===== config.mk =====
export PLATFORM = sky130hd
export DESIGN_NAME = wb_write_queue
export DESIGN_NICKNAME = d
export VERILOG_FILES = /design/src/rtl/wb_write_queue_pkg.sv /design/src/rtl/wb_write_queue_fifo.sv /design/src/rtl/wb_write_queue.sv
export SDC_FILE = /design/constraint.sdc
export NUM_CORES = 1
export LEC_CHECK = 0
export CORE_AREA = 4 4 176 178
export CTS_CLUSTER_DIAMETER = 80
export DETAILED_ROUTE_END_ITERATION = 10
export DIE_AREA = 0 0 180 182
export DONT_BUFFER_PORTS = 1
export GPL_TIMING_DRIVEN = 0
export HOLD_SLACK_MARGIN = 0.03
export REMOVE_ABC_BUFFERS = 1
export SETUP_SLACK_MARGIN = 0.5
export SLEW_MARGIN = 25
export SYNTH_ARGS = -nofsm -noshare
export SYNTH_HDL_FRONTEND = slang
export SYNTH_HIERARCHICAL = 1
export SYNTH_SLANG_ARGS = --single-unit

===== constraint.sdc =====
create_clock -name clk -period 3.5 [get_ports clk]
set_input_delay 0.7 -clock clk [delete_from_list [all_inputs] [get_ports clk]]
set_output_delay 0.7 -clock clk [all_outputs]
set_load 0.01 [all_outputs]

===== src/rtl/wb_write_queue_pkg.sv =====
// Shared constants and types for the writeback write queue.
// Holds the machine-wide defaults for word length, register address width
// and queue depth, plus the lookup source encoding.
package wb_write_queue_pkg;

    localparam int WBQ_WORD_LEN = 32;
    localparam int WBQ_ADDR_LEN = 5;
    localparam int WBQ_DEPTH    = 4;

    // Where a forwarded value comes from.
    typedef enum logic [1:0] {
        SRC_NONE   = 2'd0,
        SRC_QUEUE  = 2'd1,
        SRC_OUTREG = 2'd2
    } wbq_src_e;

endpackage


===== src/rtl/wb_write_queue_fifo.sv =====
// wbq_fifo: circular storage for pending writeback requests.
// Exposes every slot in age order (index 0 = oldest = head) with a valid
// bit so the parent can run forwarding comparators over all of them.
module wbq_fifo
    import wb_write_queue_pkg::*;
#(
    parameter int DEPTH    = WBQ_DEPTH,
    parameter int WORD_LEN = WBQ_WORD_LEN,
    parameter int ADDR_LEN = WBQ_ADDR_LEN,
    localparam int PTR_W   = $clog2(DEPTH),
    localparam int CNT_W   = $clog2(DEPTH + 1)
) (
    input  logic                               clk,
    input  logic                               rst,
    input  logic                               push,
    input  logic [ADDR_LEN-1:0]                push_dest,
    input  logic [WORD_LEN-1:0]                push_data,
    input  logic                               pop,
    output logic [CNT_W-1:0]                   count,
    output logic [DEPTH-1:0]                   ent_valid,
    output logic [DEPTH-1:0][ADDR_LEN-1:0]     ent_dest,
    output logic [DEPTH-1:0][WORD_LEN-1:0]     ent_data
);

    logic [ADDR_LEN-1:0] mem_dest [DEPTH];
    logic [WORD_LEN-1:0] mem_data [DEPTH];
    logic [PTR_W-1:0]    wr_ptr;
    logic [PTR_W-1:0]    rd_ptr;
    logic                push_ok;
    logic                pop_ok;

    // A push into a full queue is only legal when a pop frees a slot the same edge.
    assign pop_ok  = pop && (count != '0);
    assign push_ok = push && ((count != CNT_W'(DEPTH)) || pop_ok);

    // Pointer and occupancy update; pointers wrap naturally at DEPTH (power of two).
    always_ff @(posedge clk) begin
        if (rst) begin
            wr_ptr <= '0;
            rd_ptr <= '0;
            count  <= '0;
        end else begin
            if (push_ok) wr_ptr <= wr_ptr + PTR_W'(1);
            if (pop_ok)  rd_ptr <= rd_ptr + PTR_W'(1);
            case ({push_ok, pop_ok})
                2'b10:   count <= count + CNT_W'(1);
                2'b01:   count <= count - CNT_W'(1);
                default: count <= count;
            endcase
        end
    end

    // Entry storage; contents are don't-care until marked valid by count.
    always_ff @(posedge clk) begin
        if (push_ok) begin
            mem_dest[wr_ptr] <= push_dest;
            mem_data[wr_ptr] <= push_data;
        end
    end

    // Rotate storage into age order starting at the read pointer.
    always_comb begin
        ent_valid = '0;
        ent_dest  = '0;
        ent_data  = '0;
        for (int k = 0; k < DEPTH; k++) begin
            ent_valid[k] = (CNT_W'(k) < count);
            ent_dest[k]  = mem_dest[PTR_W'(rd_ptr + PTR_W'(k))];
            ent_data[k]  = mem_data[PTR_W'(rd_ptr + PTR_W'(k))];
        end
    end

endmodule


===== src/rtl/wb_write_queue.sv =====
// wb_write_queue: buffers writeback requests and issues one register file
// write per cycle through registered wr_en/wr_dest/wr_val, with
// combinational forwarding of pending values to decode.
// Optional build macro: WBQ_BYPASS_EN -- a request arriving while the queue
// is empty loads the output register directly (1-edge latency).
//
// Handshake: a request transfers on a posedge where in_valid and in_ready
// are both high; in_ready depends only on occupancy and rst, never on
// in_valid or a same-cycle pop. Requests to register 0 transfer and vanish.
module wb_write_queue
    import wb_write_queue_pkg::*;
#(
    parameter int DEPTH    = WBQ_DEPTH,
    parameter int WORD_LEN = WBQ_WORD_LEN,
    parameter int ADDR_LEN = WBQ_ADDR_LEN,
    localparam int PTR_W   = $clog2(DEPTH),
    localparam int CNT_W   = $clog2(DEPTH + 1)
) (
    input  logic                clk,
    input  logic                rst,
    input  logic                in_valid,
    output logic                in_ready,
    input  logic [ADDR_LEN-1:0] in_dest,
    input  logic [WORD_LEN-1:0] in_val,
    output logic                wr_en,
    output logic [ADDR_LEN-1:0] wr_dest,
    output logic [WORD_LEN-1:0] wr_val,
    input  logic [ADDR_LEN-1:0] src1,
    input  logic [ADDR_LEN-1:0] src2,
    output logic                hit1,
    output logic                hit2,
    output logic [WORD_LEN-1:0] fwd1,
    output logic [WORD_LEN-1:0] fwd2,
    output logic [CNT_W-1:0]    count
);

    logic                           accept;
    logic                           live;
    logic                           bypass;
    logic                           push;
    logic                           pop;
    logic [DEPTH-1:0]               ent_valid;
    logic [DEPTH-1:0][ADDR_LEN-1:0] ent_dest;
    logic [DEPTH-1:0][WORD_LEN-1:0] ent_data;
    wbq_src_e                       sel1;
    wbq_src_e                       sel2;
    logic [PTR_W-1:0]               idx1;
    logic [PTR_W-1:0]               idx2;

    assign in_ready = (count != CNT_W'(DEPTH)) && !rst;
    assign accept   = in_valid && in_ready;
    assign live     = accept && (in_dest != '0);
    assign pop      = (count != '0);

`ifdef WBQ_BYPASS_EN
    assign bypass = live && (count == '0);
`else
    assign bypass = 1'b0;
`endif

    assign push = live && !bypass;

    wbq_fifo #(
        .DEPTH    (DEPTH),
        .WORD_LEN (WORD_LEN),
        .ADDR_LEN (ADDR_LEN)
    ) u_fifo (
        .clk       (clk),
        .rst       (rst),
        .push      (push),
        .push_dest (in_dest),
        .push_data (in_val),
        .pop       (pop),
        .count     (count),
        .ent_valid (ent_valid),
        .ent_dest  (ent_dest),
        .ent_data  (ent_data)
    );

    // Output register: drain the head, or take a bypassed request when empty.
    always_ff @(posedge clk) begin
        if (rst) begin
            wr_en   <= 1'b0;
            wr_dest <= '0;
            wr_val  <= '0;
        end else if (pop) begin
            wr_en   <= 1'b1;
            wr_dest <= ent_dest[0];
            wr_val  <= ent_data[0];
        end else if (bypass) begin
            wr_en   <= 1'b1;
            wr_dest <= in_dest;
            wr_val  <= in_val;
        end else begin
            wr_en   <= 1'b0;
        end
    end

    // Lookup select: output register lowest, later (younger) entries override.
    always_comb begin
        sel1 = SRC_NONE;
        sel2 = SRC_NONE;
        idx1 = '0;
        idx2 = '0;
        if (src1 != '0 && wr_en && wr_dest == src1) sel1 = SRC_OUTREG;
        if (src2 != '0 && wr_en && wr_dest == src2) sel2 = SRC_OUTREG;
        for (int k = 0; k < DEPTH; k++) begin
            if (src1 != '0 && ent_valid[k] && ent_dest[k] == src1) begin
                sel1 = SRC_QUEUE;
                idx1 = PTR_W'(k);
            end
            if (src2 != '0 && ent_valid[k] && ent_dest[k] == src2) begin
                sel2 = SRC_QUEUE;
                idx2 = PTR_W'(k);
            end
        end
    end

    assign hit1 = (sel1 != SRC_NONE);
    assign hit2 = (sel2 != SRC_NONE);
    assign fwd1 = (sel1 == SRC_QUEUE)  ? ent_data[idx1] :
                  (sel1 == SRC_OUTREG) ? wr_val : '0;
    assign fwd2 = (sel2 == SRC_QUEUE)  ? ent_data[idx2] :
                  (sel2 == SRC_OUTREG) ? wr_val : '0;

endmodule


Word level (Yosys, flattened, before mapping)

Memories as Yosys holds them, arrays and structs flattened. A register that Yosys moved wholly into a read port is not among the register bits.
Cells that the tools add are included.
W data, S select, Z words.

Register bits: 45
Memory bits (writable): 148
Bits of input ports: 50
Memories kept: 2

Add/sub/neg operators: 6
$lt $le $gt $ge: 6
Equal/unequal tests: 17
Mux-type cells: 32
Reduce and logical (&&, ||, !) cells: 33

Memories:

| name            | words | width | read ports | clocked after Yosys merged registers in | wr ports | line                      | source |
|---|---|---|---|---|---|---|---|
| u_fifo.mem_data | 4     | 32    | 4          | 1                                       | 1        | wb_write_queue_fifo.sv:26 | `logic [WORD_LEN-1:0] mem_data [DEPTH];` |
| u_fifo.mem_dest | 4     | 5     | 4          | 1                                       | 1        | wb_write_queue_fifo.sv:25 | `logic [ADDR_LEN-1:0] mem_dest [DEPTH];` |

Operators with widths:

| kind                  | count |
|---|---|
| $mux W32              | 6 |
| $bmux W32 S2          | 2 |
| $eq A5 B5 Y1          | 10 |
| $mux W2               | 18 |
| $logic_and A1 B1 Y1   | 24 |
| $reduce_bool A5 Y1    | 3 |
| $eq A2 B1 Y1 const B  | 3 |
| $eq A2 B2 Y1 const B  | 3 |
| $lt A1 B3 Y1 const A  | 2 |
| $lt A2 B3 Y1 const A  | 2 |
| $lt A2 B3 Y1 const B  | 2 |
| $pmux W3 S2           | 1 |
| $reduce_bool A2 Y1    | 3 |
| $mux W1               | 5 |
| $add A2 B1 Y2 const B | 2 |
| $add A2 B2 Y2 const B | 2 |
| $add A3 B1 Y3 const B | 1 |
| $ne A3 B3 Y1 const B  | 1 |
| $reduce_bool A3 Y1    | 1 |
| $sub A3 B1 Y3 const B | 1 |
| $logic_not A1 Y1      | 1 |
| $logic_or A1 B1 Y1    | 1 |

Longest topological paths before layout

Word-level depth: 11
Gate-level depth with buffers: 12
Mapped depth without buffers: 8

Cells and area by module

The synthesis kept the hierarchy.

Modules (own cells, without submodules):

| module         | times used | cells an instance | area an instance (um2) |
|---|---|---|---|
| wbq_fifo       | 1          | 403               | 8,668.3 |
| wb_write_queue | 1          | 524               | 4,430.5 |

Least setup slack after synthesis

OpenSTA, ideal clock, no wires.

Path type: flip-flop to output port
Start: register u_fifo.rd_ptr[1]
End: output port fwd2[5]
Arrival: 2.664 ns
Path slack: 0.136 ns
Stages on the path, launching flop included: 13
Cell sequence: dfxtp_1 clkbuf_2 buf_6 buf_4 buf_6 mux4_2 xnor2_1 nand4_1 or4_4 nor2_1 clkbuf_1 a22oi_1 o211ai_1

RTL lines:

| element                | line                      | source |
|---|---|---|
| from (decl)            | wb_write_queue_fifo.sv:28 | `logic [PTR_W-1:0] rd_ptr;` |
| from (signal assigned) | wb_write_queue_fifo.sv:44 | `if (pop_ok) rd_ptr <= rd_ptr + PTR_W'(1);` |
| to (decl)              | wb_write_queue.sv:33      | `output logic [WORD_LEN-1:0] fwd2,` |

==> results.yml <==
run_status:
  outcome: "finished with violations"
  violations: "negative setup slack"
global_route:
  grt_usage_pct: 24.8
  antenna_found_initial: 0
  grt_pass1_wl_um: 60900
  overflow: 0
  grt_max_degree: 50
  grt_pass1_vias: 9515
critical_path:
  start_kind: "flip-flop"
  worstPathMaxFanout: 8
  reg2reg_to: "u_fifo/mem_data[2][23]"
  crit_chain: "buf_16 > buf_6 > mux4_2 > xnor2_2 > nand4_1 > or4_4 > buf_6 > nor2_4 > buf_12 > buf_16 > a22oi_2 > o221ai_4"
  timing.rr.start: "u_fifo/count[1]"
  ff2ff_path_depth: 9
  end_kind: "output port"
  crit_arrival_ns: 3.20
  worst-setup-path-type: "flip-flop to output port"
  max_stage_delay_ns: 0.54
  cp_slowest_cell: "mux4_2"
  required_ns: 2.80
  setup.worst_path.start: "u_fifo/rd_ptr[0]"
  r2r_slack_ns: 0.61
floorplan:
  start_util_pct: 44.6
  die_y_um: 182
  ios: 158
  die-area_mm2: 0.0328
  core_mm2: 0.0294
  die_w_um: 180
  rows: 63
clock_network:
  cts.sinks: 195
  cts_htree_levels: 4
  tritoncts: "done"
  clk_latency_ns: 0.44
  clk_pin_slew_worst_paths_ns: 0.07
  clk_path_buf_depth: 2
  cts_buffers: 17
  root_buffer: "clkbuf_16"
sta:
  skew_ns: 0.0109
  max_slew_margin_pct: 51.0
  finalHoldViolations: 0
  fin_crit_ns: 3.90
  finalSetupViolCount: 66
  fin_ws_ns: -0.402
  period_share_pct: 111
  tightestPinTransition_ns: 0.730
  holdWs_ns: 0.335
  slew_viol_final: 0
  rsz0062_at_grt: "yes"
  timing.fmax_ghz: 0.256
drt:
  routed_via_density: 6.65
  wl_per_cell_um: 29.5
  antenna_left: 0
  vias: 9243
  route.detailed.drc: 0
  firstDrtPassIters: 5
  drt_iter0_drc: 888
  wl_um: 41000
job:
  maxCapViolations: 0
layout:
  stdcell_area_mm2: 0.0170
  drive_gt1_share_pct: 50.1
  nNetsFinal: 1044
  fillers: 2212
  syn2layout_area_growth_pct: 30.1
  n_antenna_cell: 0
placed_design:
  place.gp.congestion: 0.793
  placed_area_mm2: 0.0137
  dp_hpwl_um: 24100
  port_buffers: 0
synth:
  synthArstFlopShare_pct: 0
  synthTopCellsByCount: "148 x edfxtp_1, 148 x mux4_2, 78 x nand2_1"
  netlist_top_cells_area: "edfxtp_1 34%, mux4_2 25%, dfxtp_1 7.2%, o221ai_2 5.0%, mux2i_1 5.0%"
  synthCells: 927
  synth_top_area_share_pct: 33.9
  yosys.area.top_type: "edfxtp_1"
  synth-edff-count: 148
  yosysWarnings: 6
  ys_seq_area_share_pct: 41.1
  ys_ff_latch: 195
  synth_flop_cell: "edfxtp_1"
  syn-cell-area_mm2: 0.0131
  synth.distinct_cells: 48
  avgSynthCellArea_um2: 14.1
min_path:
  min_from: "rst"
  holdPathStages: 1
  hold_class: "input pin to flip-flop"
power:
  ir_drop_v: 0.000344
  power.density_mw_per_mm2: 583
  power.leakage_nw: 4.84
-- state kept, by name (all words and copies together), names as in the netlist, named ones only --
register         count
u_fifo/mem_dest     20
wr_dest              5
wr_val              32
u_fifo/rd_ptr        2
wr_en                1
u_fifo/count         3
u_fifo/wr_ptr        2
u_fifo/mem_data    128
-- area by class of cell --
class                           count  area (um2)  area share, %
Sequential cell                   195        5410           31.7
Multi-Input combinational cell    610        8730           51.2
Clock inverter                     11         101          0.594
Timing Repair Buffer              121        1690           9.89
Clock buffer                       21         470           2.76
Inverter                           41         161          0.947
Tap cell                          390         488           2.86
-- routing by layer --
metal	wire length, um	vias to the layer above	global-route usage [%]
li1	-	3932	-
met1	15300	4848	30.3
met2	21000	408	42.7
met3	3780	55	7.99
met4	855	0	6.71
met5	0	-	0
-- worst max-delay path: cells and delay by family, from the launching register on --
family          cells  cell delay (ns)
mux                 1             0.54
xor+xnor            1             0.18
compound gates      2             0.19
simple gates        3             0.76
buf+inv             5             0.68
flops               1             0.39
-- cells in the final DEF, fill, tap and decap left out, drive strengths merged, types with 2 or more instances in the layout --
cell type,n
xnor2,37
and4bb,2
o21ai,2
a21oi,41
a22oi,65
or3,3
inv,43
nor2b,2
mux4,148
nor4,6
edfxtp,148
nand2,86
o211ai,6
or2,4
clkbuf,22
nand3,2
buf,118
o221ai,60
nand2b,3
dfxtp,47
clkinv,5
nor3,3
ha,8
mux2i,65
bufbuf,2
nor2,17
nand4,11
or4,4
and2,6
clkinvlp,3
xor2,18
-- logic make-up after synthesis --
family | after synthesis | share of synthesized area, %
AO/OA/AOI/OAI | 182 | 12.7
XOR/XNOR | 55 | 3.68
adder cells (fa/ha/maj) | 8 | 0.764
buffers and inverters | 130 | 5.50
flip-flops | 195 | 41.1
multiplexers | 213 | 30.4
AND/OR/NAND/NOR | 144 | 5.79
-- timing repair --
| action | CTS | global route |
|---|---|---|
| gates cloned | 13 | 1 |
| hold buffers | 0 | 0 |
| setup buffers | 69 | 4 |
| gates resized for setup | 224 | 44 |
| pin swaps | 48 | 15 |
| endpoints found under the setup margin | 215 | 137 |
-- power by group --
part / internal (mW) / switching, mW / leakage (nW)
Sequential: 2.82 / 0.444 / 1.73
Clock: 1.04 / 0.897 / 0.274
Combinational: 2.15 / 2.59 / 2.83
Total: 6.01 / 3.93 / 4.84
-- metrics by stage --
step	util, %	std cells	power, mW	TNS, ns	setup WS (ns)
after floorplan	-	838	6.00	-615.94	-5.33
after global placement	44.3	1228	6.09	-2286.94	-12.52
after detailed placement	46.5	1267	6.82	-67.80	-0.977
after CTS	56.8	1381	9.82	-25.41	-0.442
after global routing	58.0	1389	10.4	-30.18	-0.517
final	58.0	1389	9.94	-23.07	-0.402
-- worst max path at each step --
| stage | end | cells past startpoint |
|---|---|---|
| finish | fwd1[1] | 12 |
| CTS | fwd2[5] | 11 |
| floorplan | fwd1[0] | 7 |
| detailed placement | fwd2[1] | 8 |
| global route | fwd1[1] | 12 |
| global placement | fwd2[24] | 7 |
No activity file was read; power rests on OpenSTA's default activity.
